<file path="config.mk">
export PLATFORM = sky130hd
export DESIGN_NAME = nv_mem_reader
export DESIGN_NICKNAME = d
export VERILOG_FILES = /design/src/rtl/nv_mem_reader.sv
export SDC_FILE = /design/constraint.sdc
export NUM_CORES = 1
export LEC_CHECK = 0
export BUFFER_PORTS_ARGS = -buffer_cell sky130_fd_sc_hd__buf_4
export CORE_AREA = 4 4 143 103
export DETAILED_ROUTE_END_ITERATION = 8
export DIE_AREA = 0 0 147 107
export GPL_ROUTABILITY_DRIVEN = 0
export HOLD_SLACK_MARGIN = 0.12
export PLACE_DENSITY_LB_ADDON = 0.05
export SYNTH_ARGS = -nofsm -noshare
export SYNTH_HDL_FRONTEND = slang
export SYNTH_SLANG_ARGS = --single-unit
</file>
<file path="constraint.sdc">
create_clock -name clk -period 4.8 [get_ports clk]
set_input_delay 0.48 -clock clk [delete_from_list [all_inputs] [get_ports clk]]
set_output_delay 0.48 -clock clk [all_outputs]
set_load 0.05 [all_outputs]
</file>
<file path="src/rtl/nv_mem_reader.sv">
// nv_mem_reader: fetches a contiguous run of words from nv_memory and streams them out
// through a 2-entry buffer with valid/ready backpressure.
module nv_mem_reader #(
    parameter int AW = 8,
    parameter int DW = 64
) (
    input  logic          clk,
    input  logic          rst_n,
    input  logic          start,
    input  logic [AW-1:0] base_addr,
    input  logic [AW:0]   word_count,
    output logic          busy,
    output logic          done,
    output logic          err,
    output logic          mem_w,
    output logic [AW-1:0] mem_addr_out,
    output logic [DW-1:0] mem_data_out,
    input  logic [DW-1:0] mem_rdata,
    output logic [DW-1:0] out_data,
    output logic          out_valid,
    input  logic          out_ready
);
    typedef enum logic [1:0] {IDLE, FETCH, DRAIN, FIN} state_t;
    state_t        state;
    logic [AW:0]   left;
    logic          infl;
    logic [1:0]    cnt;
    logic [1:0]    occ;
    logic [DW-1:0] b0, b1;
    logic          pop, issue;
    assign mem_w        = 1'b0;
    assign mem_data_out = '0;
    assign out_valid    = cnt != 2'd0;
    assign out_data     = b0;
    assign pop          = out_valid & out_ready;
    // occupancy after this edge's pop and landing read, before any new issue
    assign occ          = cnt - 2'(pop) + 2'(infl);
    assign issue        = state == FETCH && left != '0 && occ < 2'd2;
    always_ff @(posedge clk or negedge rst_n) begin
        if (!rst_n) begin
            state        <= IDLE;
            left         <= '0;
            infl         <= 1'b0;
            cnt          <= 2'd0;
            b0           <= '0;
            b1           <= '0;
            mem_addr_out <= '0;
            busy         <= 1'b0;
            done         <= 1'b0;
            err          <= 1'b0;
        end else begin
            infl <= issue;
            cnt  <= occ;
            err  <= 1'b0;
            done <= 1'b0;
            if (pop)
                b0 <= b1;
            if (infl) begin
                if (cnt == {1'b0, pop})
                    b0 <= mem_rdata;
                else
                    b1 <= mem_rdata;
            end
            if (issue) begin
                mem_addr_out <= mem_addr_out + AW'(1);
                left         <= left - (AW+1)'(1);
            end
            case (state)
                IDLE: begin
                    if (start && word_count == '0)
                        err <= 1'b1;
                    else if (start) begin
                        mem_addr_out <= base_addr;
                        left         <= word_count;
                        busy         <= 1'b1;
                        state        <= FETCH;
                    end
                end
                FETCH: if (issue && left == (AW+1)'(1)) state <= DRAIN;
                DRAIN: begin
                    if (occ == 2'd0) begin
                        done  <= 1'b1;
                        state <= FIN;
                    end
                end
                default: begin
                    busy  <= 1'b0;
                    state <= IDLE;
                end
            endcase
        end
    end
endmodule

</file>
==> results of run 1 <==
-- logic make-up (layout without fill, tap and decap cells) --
kind of cell             Yosys count  in the layout  synth area share (%)
flip-flops                       153            153                  53.0
other                              1             65                0.0519
AO/OA/AOI/OAI                     99             99                  8.12
XOR/XNOR                           3              3                 0.571
buffers and inverters            109            209                  9.26
multiplexers                     131            131                  19.3
adder cells (fa/ha/maj)            8              8                  1.38
AND/OR/NAND/NOR                  135            135                  8.36
-- registers in the layout (all words and copies together), names as in the netlist --
signal / count
left: 9
infl: 1
busy: 1
err: 1
cnt: 2
mem_addr_out: 8
out_data: 64
done: 1
state: 2
b1: 64
-- synth_stat cells (all sizes together) --
master / number
buf: 74
inv: 13
o41ai: 1
nand2b: 1
a22oi: 1
a32o: 1
a31o: 1
nand2: 80
o22a: 1
dfrtp: 153
or4: 6
o21ai: 76
and2: 2
mux2: 65
conb: 1
nand3: 8
clkbuf: 22
nor4: 5
and3: 2
xnor2: 2
nor2: 16
nor3b: 2
xnor3: 1
ha: 8
mux2i: 66
nor3: 4
o311ai: 1
or2: 1
o211ai: 2
or3: 8
o31ai: 3
a31oi: 12
-- final timing paths --
check	slack [ns]	end	cells past startpoint
min in group clk	0.27	mem_addr_out[2]	3
worst min register to register	0.50	b1[48]	1
worst min-delay path	0.22	out_data[14]	1
worst max register to register	1.98	out_data[59]	8
max in group asynchronous	3.46	out_data[62]	2
worst max-delay path	1.98	out_data[59]	8
-- worst max-delay path, delay by kind of cell (launching register included) --
family,cells,cell delay (ns)
AO/OA/AOI/OAI,1,0.27
flip-flops,1,0.44
buffers and inverters,3,0.96
adder cells (fa/ha/maj),1,0.26
AND/OR/NAND/NOR,3,0.61
-- layout make-up --
type,instances,share of cell area [%]
sequential,153,42.8
inverter,13,0.545
tap,185,2.59
multi-input combinational,441,33.5
clock buffer,19,4.95
clock inverter,13,1.90
timing repair buffer,164,13.8
-- where the power goes --
part           total, mW  internal [mW]  switching [mW]
registers           2.39           1.97           0.419
clock network       1.38          0.838           0.545
logic               3.56           1.30            2.26
-- metal layers --
| layer | vias to the layer above | GRT usage [%] |
|---|---|---|
| met5 | - | 0 |
| met4 | 0 | 6.72 |
| met3 | 24 | 5.15 |
| met2 | 200 | 32.9 |
| met1 | 2440 | 27.3 |
| li1 | 2385 | - |
==> summary by stage, run 1 <==
Run status
The flow ran to the end, and the final reports show no timing, DRC or antenna violations.

Yosys
The register bit count reported by yosys is 153. The post-synthesis instance total is 639. The proportion of synthesized chip area in sequential cells is 53.0%. The area of the mapped netlist is between 7000 and 8000 µm². In this run the mean area of a mapped cell was 11.3 µm².

The unique cell type count in the Yosys netlist is 41. During synthesis, Yosys emitted a total of 0 warnings. By area the synthesized netlist is led by sky130_fd_sc_hd__dfrtp_1 (53%), sky130_fd_sc_hd__mux2_2 (10%), sky130_fd_sc_hd__mux2i_1 (9.1%). The biggest area contributor in the post-synthesis netlist is sky130_fd_sc_hd__dfrtp_1. In this run the biggest area consumer among cell types represents 53.0% of the synthesized area.

Cells and area
The number of antenna diodes is 0. Leaving out fill and tap cells, the most frequent cells in the layout are sky130_fd_sc_hd__buf_4 (163), sky130_fd_sc_hd__dfrtp_1 (153), sky130_fd_sc_hd__nand2_1 (79). After routing the design area is ~9000 µm².

The final layout contains slightly below 900 nets. The sequential cell area is 3830 µm². Cells with a size suffix above 1 make up between 30% and 40% of the layout.

The number of non-filler instances in the completed layout is 988. The library cell used most frequently in the layout, excluding fill and tap cells, is sky130_fd_sc_hd__buf_4. After filler insertion, the fill cell instance count of the layout stands at between 900 and 1000. The signed area change from the synthesized netlist to the final layout is 23.8%. The area used by multi-input combinational logic is between 2000 and 3000 µm². The end-of-flow core utilization is 67.9%.

Global routing
The initial antenna violation count is 0. The number of global-route vias before repair is 5155. The overall overflow remaining after global route is 0.

The first global-routing pass estimated roughly 26 mm of wire. In the global route stage, overall resource usage came out at 20.4%. The largest net degree at the start of global routing is about 130.

Placed design
The placed standard-cell area is between 8000 and 9000 µm². The pre-CTS setup slack is 2.02 ns. The estimated wirelength of the detail-placed design is 10.8 mm. The placed cell count is 956. The number of buffers inserted by port buffering is 160.

STA
The worst pin sits at a relative slew slack of between 20% and 30%. The final count of hold timing violations is 0. The slew at the pin closest to its max-slew limit is 1.15 ns. The worst setup margin is 1.98 ns. The final cycle utilization of the critical path is 58.8%. The final sum of negative setup slack is 0 ns.

Derived from the worst setup path, the maximum achievable clock frequency is 0.354 GHz. Setup repair after global routing left no endpoint under its margin. Setup violations remaining at the end of the flow were counted as 0. After layout, the minimum clock period comes to 2.82 ns. The clock skew is 0.00816 ns.

The count of pins over their slew limit came to 0. The worst-case hold slack is approximately 0.22 ns.

Clock network
The post-cts resize count is 0. The clock slew at the register clock pins of the worst setup and hold paths is about 0.070 ns. The TritonCTS clock tree is done. The count of H-tree levels built during CTS is 4.

The total clock sinks is approximately 150. Buffers inserted during clock tree synthesis total 17. The buffer levels on the longest clock path is 2.

Hold repair after CTS inserted 0 buffers. After clock tree synthesis, the setup repair step added 0 buffers. Clock tree synthesis selected as its root buffer the cell sky130_fd_sc_hd__clkbuf_16. At the later pin of the worst-skew pair, clock insertion delay measures 0.42 ns.

Pwr
The highest ir drop seen on vdd is 0.362 mV. Summed over all cells, the static leakage comes to roughly 4.3 nW. The power density over the cells is 819 nW/µm². Overall power consumption after layout is estimated at between 7 and 8 mW.

Route
The number of iterations in the first detailed-routing pass is 4. After detailed routing, the met2 layer carries 7.52 mm of wire. The total wire length after detailed routing is 16.0 mm. In the routed layout, each cell is associated on average with a via count of 5.11. The DRC violation count after routing is 0. The wire length the detailed router placed on met1 is 6.90 mm. The final route contains 5049 vias. After the first detailed-routing iteration, the DRC count stood at 219.

After detailed routing, no signal wire sits above met4. Dividing the detail-routed wire length by the instance count gives roughly 16 µm. The routed design uses 1.32 mm of met3 wire.

The number of antenna-violating nets in the routed design is 0.

Floorplan
The die covers approximately 16000 µm². In this run the standard cell core region covers 13200 µm². The number of top-level pins is around 230. In this run the core area contains 35 standard-cell rows.

Once the floorplan was initialized, standard cells occupied approximately 55% of the core. The width of the die is 147 µm. The die is 107 µm tall.

Critical path
The master of the slowest instance on the critical path is sky130_fd_sc_hd__buf_4. In this run the worst setup path begins at cnt[1]. Walking the worst path, the cells encountered are or2_2 > nand2_4 > inv_1 > ha_1 > inv_1 > nor3b_2 > buf_4 > o21ai_0. For the worst setup path, the data arrival time is 3.06 ns.

The cell occurring most often along the worst timing path is sky130_fd_sc_hd__inv_1. The endpoint required time on the critical path is 5.03 ns. Along the worst path, the maximum fanout reaches 128. In this design, the stage delay of the slowest critical-path cell is 0.84 ns. The critical path class is reg -> reg. The startpoint identified for the worst register-to-register timing path is cnt[1]. The critical path capture point type is a register.

The sort of element at the start of the critical path is a register.

Job
The total of max-cap violations is 0.

Worst hold path
The path category of the worst min-delay check is in -> async.
(Power assumes the default switching activity.)
==> run 2, diff against run 1 <==
- CORE_AREA: 4 4 143 103 -> 4 4 146 106
- DIE_AREA: 0 0 147 107 -> 0 0 150 110
- clock period: 4.8 -> 2.9 ns (I/O delays scaled with it)
==> run 2 against run 1 <==
Sequential power rose by 66%. Power rose by 67%. Critical path depth rose by 3. Final area rose by 8.8%. Largest power group unchanged. Clock-buffer cell count rose by 4. Clock power rose by 67%.
==> summary by stage, run 2 (same netlist as run 1, synthesis figures left out) <==
Run status
The flow ran to the end, and the final reports show no timing, DRC or antenna violations.

Pwr
The internal power contribution is 6.96 mW (+70%). The total power is 12.3 mW (+67%). The leakage power total is 4.64 nW (+7.8%). The share of power burned in the clock network came to 18.7% (-0.2 points). The switching part of the total power is 43.2% (-0.77 points). The power density over the cells was 1260 nW/µm² (+54%). The switching power total is 5.30 mW (+64%). The fraction of power consumed by sequential logic is 32.3% (-0.3 points).

The combinational cell fraction of total power is 49.0% (+0.4 points). The highest ir drop seen on vdd is 0.678 mV (+88%).

Clock network
The clock slew at the register clock pins of the worst setup and hold paths is 0.06 ns (about the same). The buffers inserted during post-CTS setup optimization came to 0 (unchanged). The count of H-tree levels built during CTS is 4 (unchanged). The TritonCTS clock tree is done. The buffer levels on the longest clock path is 2 (unchanged).

The count of hold-fix buffers inserted at cts is 71 (+71). The number of buffers inserted during clock tree synthesis is 17 (unchanged). The total clock sinks is 153 (unchanged). The master cell of the clock root buffer is sky130_fd_sc_hd__clkbuf_16. The post-cts resize count is 0 (unchanged). The insertion delay to the later sink of the worst-skew pair is 0.41 ns (about the same).

Placed design
The estimated wirelength of the detail-placed design was 11.0 mm (+2.3%). The pre-CTS setup slack came to 0.217 ns (-1.80 ns). The placed standard-cell area is 8410 µm² (+0.83%). The number of buffers inserted by port buffering is 160 (unchanged).

Critical path
The reg-to-reg critical path startpoint is cnt[1]. The setup path with the least slack is of type reg -> reg. The sort of element at the start of the critical path is a register. The endpoint required time on the critical path is 3.20 ns (-1.83 ns).

The reg-to-reg setup timing slack came to 0.24 ns (-1.74 ns). The largest stage delay on the critical path is 0.44 ns (-0.40 ns). The critical path capture point type is a register. The signal arrival time at the worst endpoint is 2.96 ns (-0.10 ns). The critical path goes through or2_4 > nand2_4 > inv_1 > ha_1 > inv_1 > ha_1 > xnor3_2 > inv_2 > nor4_1 > nand2_1 > a32o_1. The number of cells on the worst reg-to-reg path was 11 (+3).

The master of the slowest instance on the critical path is sky130_fd_sc_hd__dfrtp_1. The largest fanout of any net on the critical path was 7 (-95%). In this run the critical register-to-register path is captured at left[8].

Global routing
The overall overflow remaining after global route came to 0 (unchanged). The first-pass GRT wire length is 26.8 mm (+3.6%). The aggregate global-route resource usage is 20.6% (+0.20 points). The initial antenna violation count is 0 (unchanged).

The number of global-route vias before repair is 5445 (+5.6%). The largest net degree at the start of global routing is 129 (unchanged).

STA
Setup repair after global routing left no endpoint under its margin. The worst setup margin is 0.237 ns (-1.74 ns). The total setup violations reported at the end of the flow is 0 (unchanged). The final sum of negative setup slack is 0 ns (unchanged). The worst max-slew margin expressed relative to the limit came to 22.6% (-0.73 points).

The final count of hold timing violations is 0 (unchanged). The final cycle utilization of the critical path is 91.8% (+33 points). The slew at the pin closest to its max-slew limit came to 1.16 ns (+0.0109 ns). The maximum frequency from static timing analysis is 0.376 GHz (+6.0%).

The clock skew was 0.00787 ns (-0.000294 ns). The count of pins over their slew limit came to 0 (unchanged). The clock period minus worst slack is 2.66 ns (-0.158 ns).

Cells and area
The end-of-flow core utilization is 70.2% (+2.3 points). The most frequent standard cell in the layout excluding fill and tap cells is sky130_fd_sc_hd__buf_4. The ratio of cells with drive above 1 in the final layout was 31.4% (-2.6 points). The top cell types in the final layout, fill and taps aside, are sky130_fd_sc_hd__buf_4 (163), sky130_fd_sc_hd__dfrtp_1 (153), sky130_fd_sc_hd__nand2_1 (79). The final cell area excluding filler cells came to 9740 µm² (+8.8%).

The signed area change from the synthesized netlist to the final layout is 34.8%. The number of antenna diodes came to 0 (unchanged). The final net count is 957 (+8.4%).

Route
The number of iterations in the first detailed-routing pass was 4 (unchanged). The detail-routed via count per cell is 4.97 (-2.8%). The via count is 5302 (+5.0%).

The number of antenna-violating nets in the routed design is 0 (unchanged). The total wire length after detailed routing is 16.6 mm (+3.8%). The final routed wire length divided by cell count was 15.5 µm (-3.8%). The DRC violation count after routing came to 0 (unchanged). The detailed router's first-iteration violation count is 261 (+19%).

Floorplan
The number of top-level pins is 226 (unchanged). The die height came to 110 µm (+2.8%). The die area is 16500 µm² (+4.9%). The initial core utilization is 52.1% (-2.7 points). The row count is 36 (+2.9%). The core area is 13900 µm² (+5.2%). The width of the die is 150 µm (+2.0%).

Worst hold path
The path category of the worst min-delay check is in -> reg. The startpoint identified for the worst hold timing path is mem_rdata[23]. The number of instances on the worst hold path is 3. The worst hold endpoint is out_data[23].

Job
The total of max-cap violations is 0 (unchanged).
==> run 2: cell count changes in the layout (fill, tap and decap cells not counted) <==
cell / change
sky130_fd_sc_hd__clkinvlp_4: -1
sky130_fd_sc_hd__clkbuf_8: +3
sky130_fd_sc_hd__buf_12: +3
sky130_fd_sc_hd__or2_2: -1
sky130_fd_sc_hd__or2_4: +1
sky130_fd_sc_hd__clkinv_4: -3
sky130_fd_sc_hd__dlygate4sd3_1: +71
sky130_fd_sc_hd__clkbuf_1: +1
==> run 2: power groups by stage <==
stage / Clock (mW) / Sequential [mW] / Combinational [mW]
2_1_floorplan: 0 / 5.62 / 2.66
3_3_place_gp: 0 / 3.92 / 5.84
3_5_place_dp: 0 / 3.99 / 5.97
4_1_cts: 2.34 / 3.97 / 6.07
5_1_grt: 2.44 / 4.12 / 6.44
6_report: 2.30 / 3.96 / 6.01
==> run 2: how the worst max path moves through the flow <==
stage	start	end	slack [ns]
detailed placement	cnt[1]	left[8]	0.22
global placement	cnt[1]	left[8]	0.30
global route	cnt[1]	left[8]	0.07
CTS	cnt[1]	left[8]	0.20
finish	cnt[1]	left[8]	0.24
floorplan	cnt[1]	left[8]	0.09
==> run 2: final cells by class <==
cell class / instances / area [µm²]
multi-input cells: 441 / 3000
clock buffers: 23 / 488
repair buffers: 238 / 2010
fillers: 1016 / 4130
clock inverters: 9 / 136
flip-flops and latches: 153 / 3830
well taps: 190 / 238
inverters: 13 / 48.8
==> run 2: stage by stage <==
step | hold WS, ns | instances
final | 0.140 | 1067
after global routing | 0.122 | 1067
after CTS | 0.121 | 1067
after detailed placement | 0.312 | 964
after global placement | 0.301 | 964
after floorplan | -0.00559 | 703
==> run 2: metal layers <==
layer / up-vias / track usage (%) / wire length [µm]
li1: 2547 / - / -
met2: 181 / 35.0 / 8190
met4: 0 / 4.77 / 126
met5: - / 0 / 0
met1: 2560 / 26.9 / 7110
met3: 14 / 5.31 / 1160
==> run 2: worst max-delay path, delay by kind of cell (launching register included) <==
kind	cells	cell delay, ns
and+or+nand+nor	4	0.90
AOI/OAI and AO/OA	1	0.27
buffers and inverters	3	0.22
DFF	1	0.44
xor gates and xnor gates	1	0.28
adders and majority gates	2	0.46
==> run 3, diff against run 2 <==
- GPL_TIMING_DRIVEN: unset -> 0
==> run 3 against run 2 <==
Clock skew grew 0.0011 ns. Power grew 1.7%. Final cell count grew 8.6%. Highest routed layer unchanged. Clock power is essentially flat. Core utilization grew 4.2 points. Sequential power is essentially flat.
==> summary by stage, run 3 (same netlist as run 1, synthesis figures left out) <==
Critical path
The sort of element at the start of the critical path is a register. The largest stage delay on the critical path is 0.42 ns (-0.02 ns). The critical path capture point type is a register.

The reg-to-reg setup timing slack is 0.21 ns (-0.03 ns). The largest fanout of any net on the critical path was 7 (unchanged). The number of cells on the worst reg-to-reg path came to 12 (+1). The critical path class is reg -> reg.

The endpoint identified for the worst register-to-register timing path is state[1]. The slowest stage of the critical path is the sky130_fd_sc_hd__dfrtp_1 cell. Traced cell by cell, the critical path runs through or2_4 > nand2_2 > buf_12 > inv_1 > ha_1 > inv_1 > ha_1 > xnor3_2 > inv_2 > o41ai_4 > o211ai_2 > mux2_4.

The signal arrival time at the worst endpoint was 2.99 ns (+0.03 ns). The critical path buffer and inverter count came to 4 (+1). The endpoint required time on the critical path came to 3.20 ns (about the same). In this design, the largest share of critical-path delay is due to adder cells.

In this run the critical register-to-register path is launched from cnt[1].

Route
The total wire length after detailed routing is 18.0 mm (+8.7%). The detailed router's first-iteration violation count is 269 (+3.1%). The final routed wire length divided by cell count is 15.5 µm (about the same).

The number of antenna-violating nets in the routed design was 0 (unchanged). The number of iterations in the first detailed-routing pass is 5 (+1). The via count is 5723 (+7.9%). The DRC violation count after routing is 0 (unchanged). The detail-routed via count per cell came to 4.94 (-0.63%).

Cells and area
The ratio of cells with drive above 1 in the final layout came to 36.7% (+5.4 points). The final net count is 1049 (+9.6%). The signed area change from the synthesized netlist to the final layout is 42.9%. In the layout the commonest cells are sky130_fd_sc_hd__buf_4 (227), sky130_fd_sc_hd__dfrtp_1 (153), sky130_fd_sc_hd__nand2_1 (79). The number of antenna diodes is 0 (unchanged).

Leaving out fill and tap cells, the most frequent cell in the layout is sky130_fd_sc_hd__buf_4.

STA
The final count of hold timing violations is 0 (unchanged). Setup repair after global routing left no endpoint under its margin. The worst max-slew margin expressed relative to the limit was 54.6% (+32 points). The worst-case hold slack is 0.148 ns (+0.00791 ns). The clock skew is 0.00893 ns (+0.00106 ns). The count of pins over their slew limit is 0 (unchanged). The maximum frequency from static timing analysis is 0.371 GHz (-1.1%). The clock period minus worst slack was 2.69 ns (+0.0301 ns). The final cycle utilization of the critical path was 92.9% (+1.0 points). The total setup violations reported at the end of the flow came to 0 (unchanged). The slew at the pin closest to its max-slew limit is 0.680 ns (-0.480 ns).

Run status
The flow ran to the end, and the final reports show no timing, DRC or antenna violations.

Floorplan
The die area is 16500 µm² (unchanged). The row count came to 36 (unchanged). The width of the die was 150 µm (unchanged). The core area was 13900 µm² (unchanged). The number of top-level pins was 226 (unchanged). The initial core utilization is 52.1% (unchanged). The die height is 110 µm (unchanged).

Clock network
The number of buffers inserted during clock tree synthesis is 17 (unchanged). TritonCTS built the clock tree. The insertion delay to the later sink of the worst-skew pair came to 0.42 ns (about the same).

The clock slew at the register clock pins of the worst setup and hold paths is 0.06 ns (about the same). CTS placed an instance of sky130_fd_sc_hd__clkbuf_16 at the clock tree root. The buffer levels on the longest clock path was 2 (unchanged). The total clock sinks came to 153 (unchanged).

The count of H-tree levels built during CTS is 4 (unchanged).

Pwr
The leakage power total is 5.05 nW (+8.9%). The highest ir drop seen on vdd is 0.639 mV (-5.8%). The switching part of the total power is 44.0% (+0.75 points). The power density over the cells came to 1210 nW/µm² (-4.0%). The total power came to 12.5 mW (+1.7%). The share of power burned in the clock network is 18.4% (-0.3 points).

The switching power total was 5.49 mW (+3.5%). The combinational cell fraction of total power came to 50.0% (+1.0 points). The fraction of power consumed by sequential logic is 31.6% (-0.7 points).

The internal power contribution is 6.99 mW (+0.39%).

Worst hold path
The tightest min-delay check is of the in -> reg type. The source of the worst hold timing path is base_addr[1]. The worst hold path terminates at mem_addr_out[1]. The number of instances on the worst hold path came to 3 (unchanged).

Placed design
The estimated wirelength of the detail-placed design is 12.5 mm (+14%). The number of buffers inserted by port buffering was 160 (unchanged).

Global routing
The initial antenna violation count was 0 (unchanged). The largest net degree at the start of global routing was 83 (-36%). The first-pass GRT wire length is 28.6 mm (+6.8%). The aggregate global-route resource usage came to 21.9% (+1.3 points). The number of global-route vias before repair is 5894 (+8.2%). The overall overflow remaining after global route is 0 (unchanged).

Job
The total of max-cap violations is 0 (unchanged).
==> run 3: cell types whose count changed in the layout (fill, tap and decap cells not counted), moves of 2 or more <==
cell                       previous run  this run
sky130_fd_sc_hd__buf_12               3         1
sky130_fd_sc_hd__buf_2                0         5
sky130_fd_sc_hd__buf_4              163       227
sky130_fd_sc_hd__clkbuf_1             2        12
sky130_fd_sc_hd__clkbuf_2             0         8
sky130_fd_sc_hd__clkbuf_4             0         2
sky130_fd_sc_hd__clkbuf_8             4         0
sky130_fd_sc_hd__clkinv_4             1         3
sky130_fd_sc_hd__inv_6                1         5
==> run 3: worst max-delay path by stage <==
stage / cells after the start / slack [ns] / end / startpoint
detailed placement: 10 / -0.46 / b1[53] / cnt[1]
floorplan: 13 / 0.09 / left[8] / cnt[1]
CTS: 12 / 0.03 / state[1] / cnt[1]
global route: 13 / 0.00002 / state[0] / cnt[1]
global placement: 10 / -0.41 / b1[53] / cnt[1]
finish: 12 / 0.21 / state[1] / cnt[1]
==> run 3: per-stage QoR <==
step	setup TNS [ns]	area, µm²	util (%)	std cells	setup WS [ns]
5_1_grt	0	10300	74.5	1159	0.0000171
3_3_place_gp	-31.50	8930	64.4	1053	-0.406
6_report	0	10300	74.5	1159	0.207
4_1_cts	0	10300	74.3	1157	0.0320
3_5_place_dp	-33.31	8960	64.6	1054	-0.459
2_1_floorplan	0	7490	-	703	0.0932
==> run 3: layer usage <==
metal  GRT usage (%)  part of all wire [%]
met5               0                     0
met4            6.33                   1.0
met3            4.58                   6.5
met2            37.3                    50
met1            28.6                    43
==> run 3: layout make-up <==
class                           count  area [µm²]
Timing Repair Buffer              235        1970
Inverter                           13        48.8
Buffer                             95         648
Clock buffer                       17         425
Tap cell                          190         238
Sequential cell                   153        3830
Clock inverter                     15         189
Fill cell                         996        3540
Multi-Input combinational cell    441        2990
==> run 3: what timing repair did <==
action / in CTS / in global routing
setup buffers: 1 / 2
gates resized for setup: 15 / 1
hold buffers: 71 / 0
pin swaps: 1 / 1
setup endpoints to repair: 95 / 43
cloned: 0 / 0
endpoints found under the hold margin: 199 / 0
==> run 3: tightest hold or removal path, cell delays in order <==
cell                      delay (ns)
sky130_fd_sc_hd__buf_4          0.11
sky130_fd_sc_hd__nor2_1         0.09
sky130_fd_sc_hd__a31oi_1        0.04
==> run 3: power groups by stage <==
stage | Clock [mW] | Sequential [mW] | Combinational (mW)
after floorplan | 0 | 5.62 | 2.66
after global placement | 0 | 3.88 | 5.95
after detailed placement | 0 | 3.96 | 6.12
after CTS | 2.35 | 3.94 | 6.26
after global routing | 2.44 | 4.08 | 6.67
final | 2.30 | 3.94 | 6.24
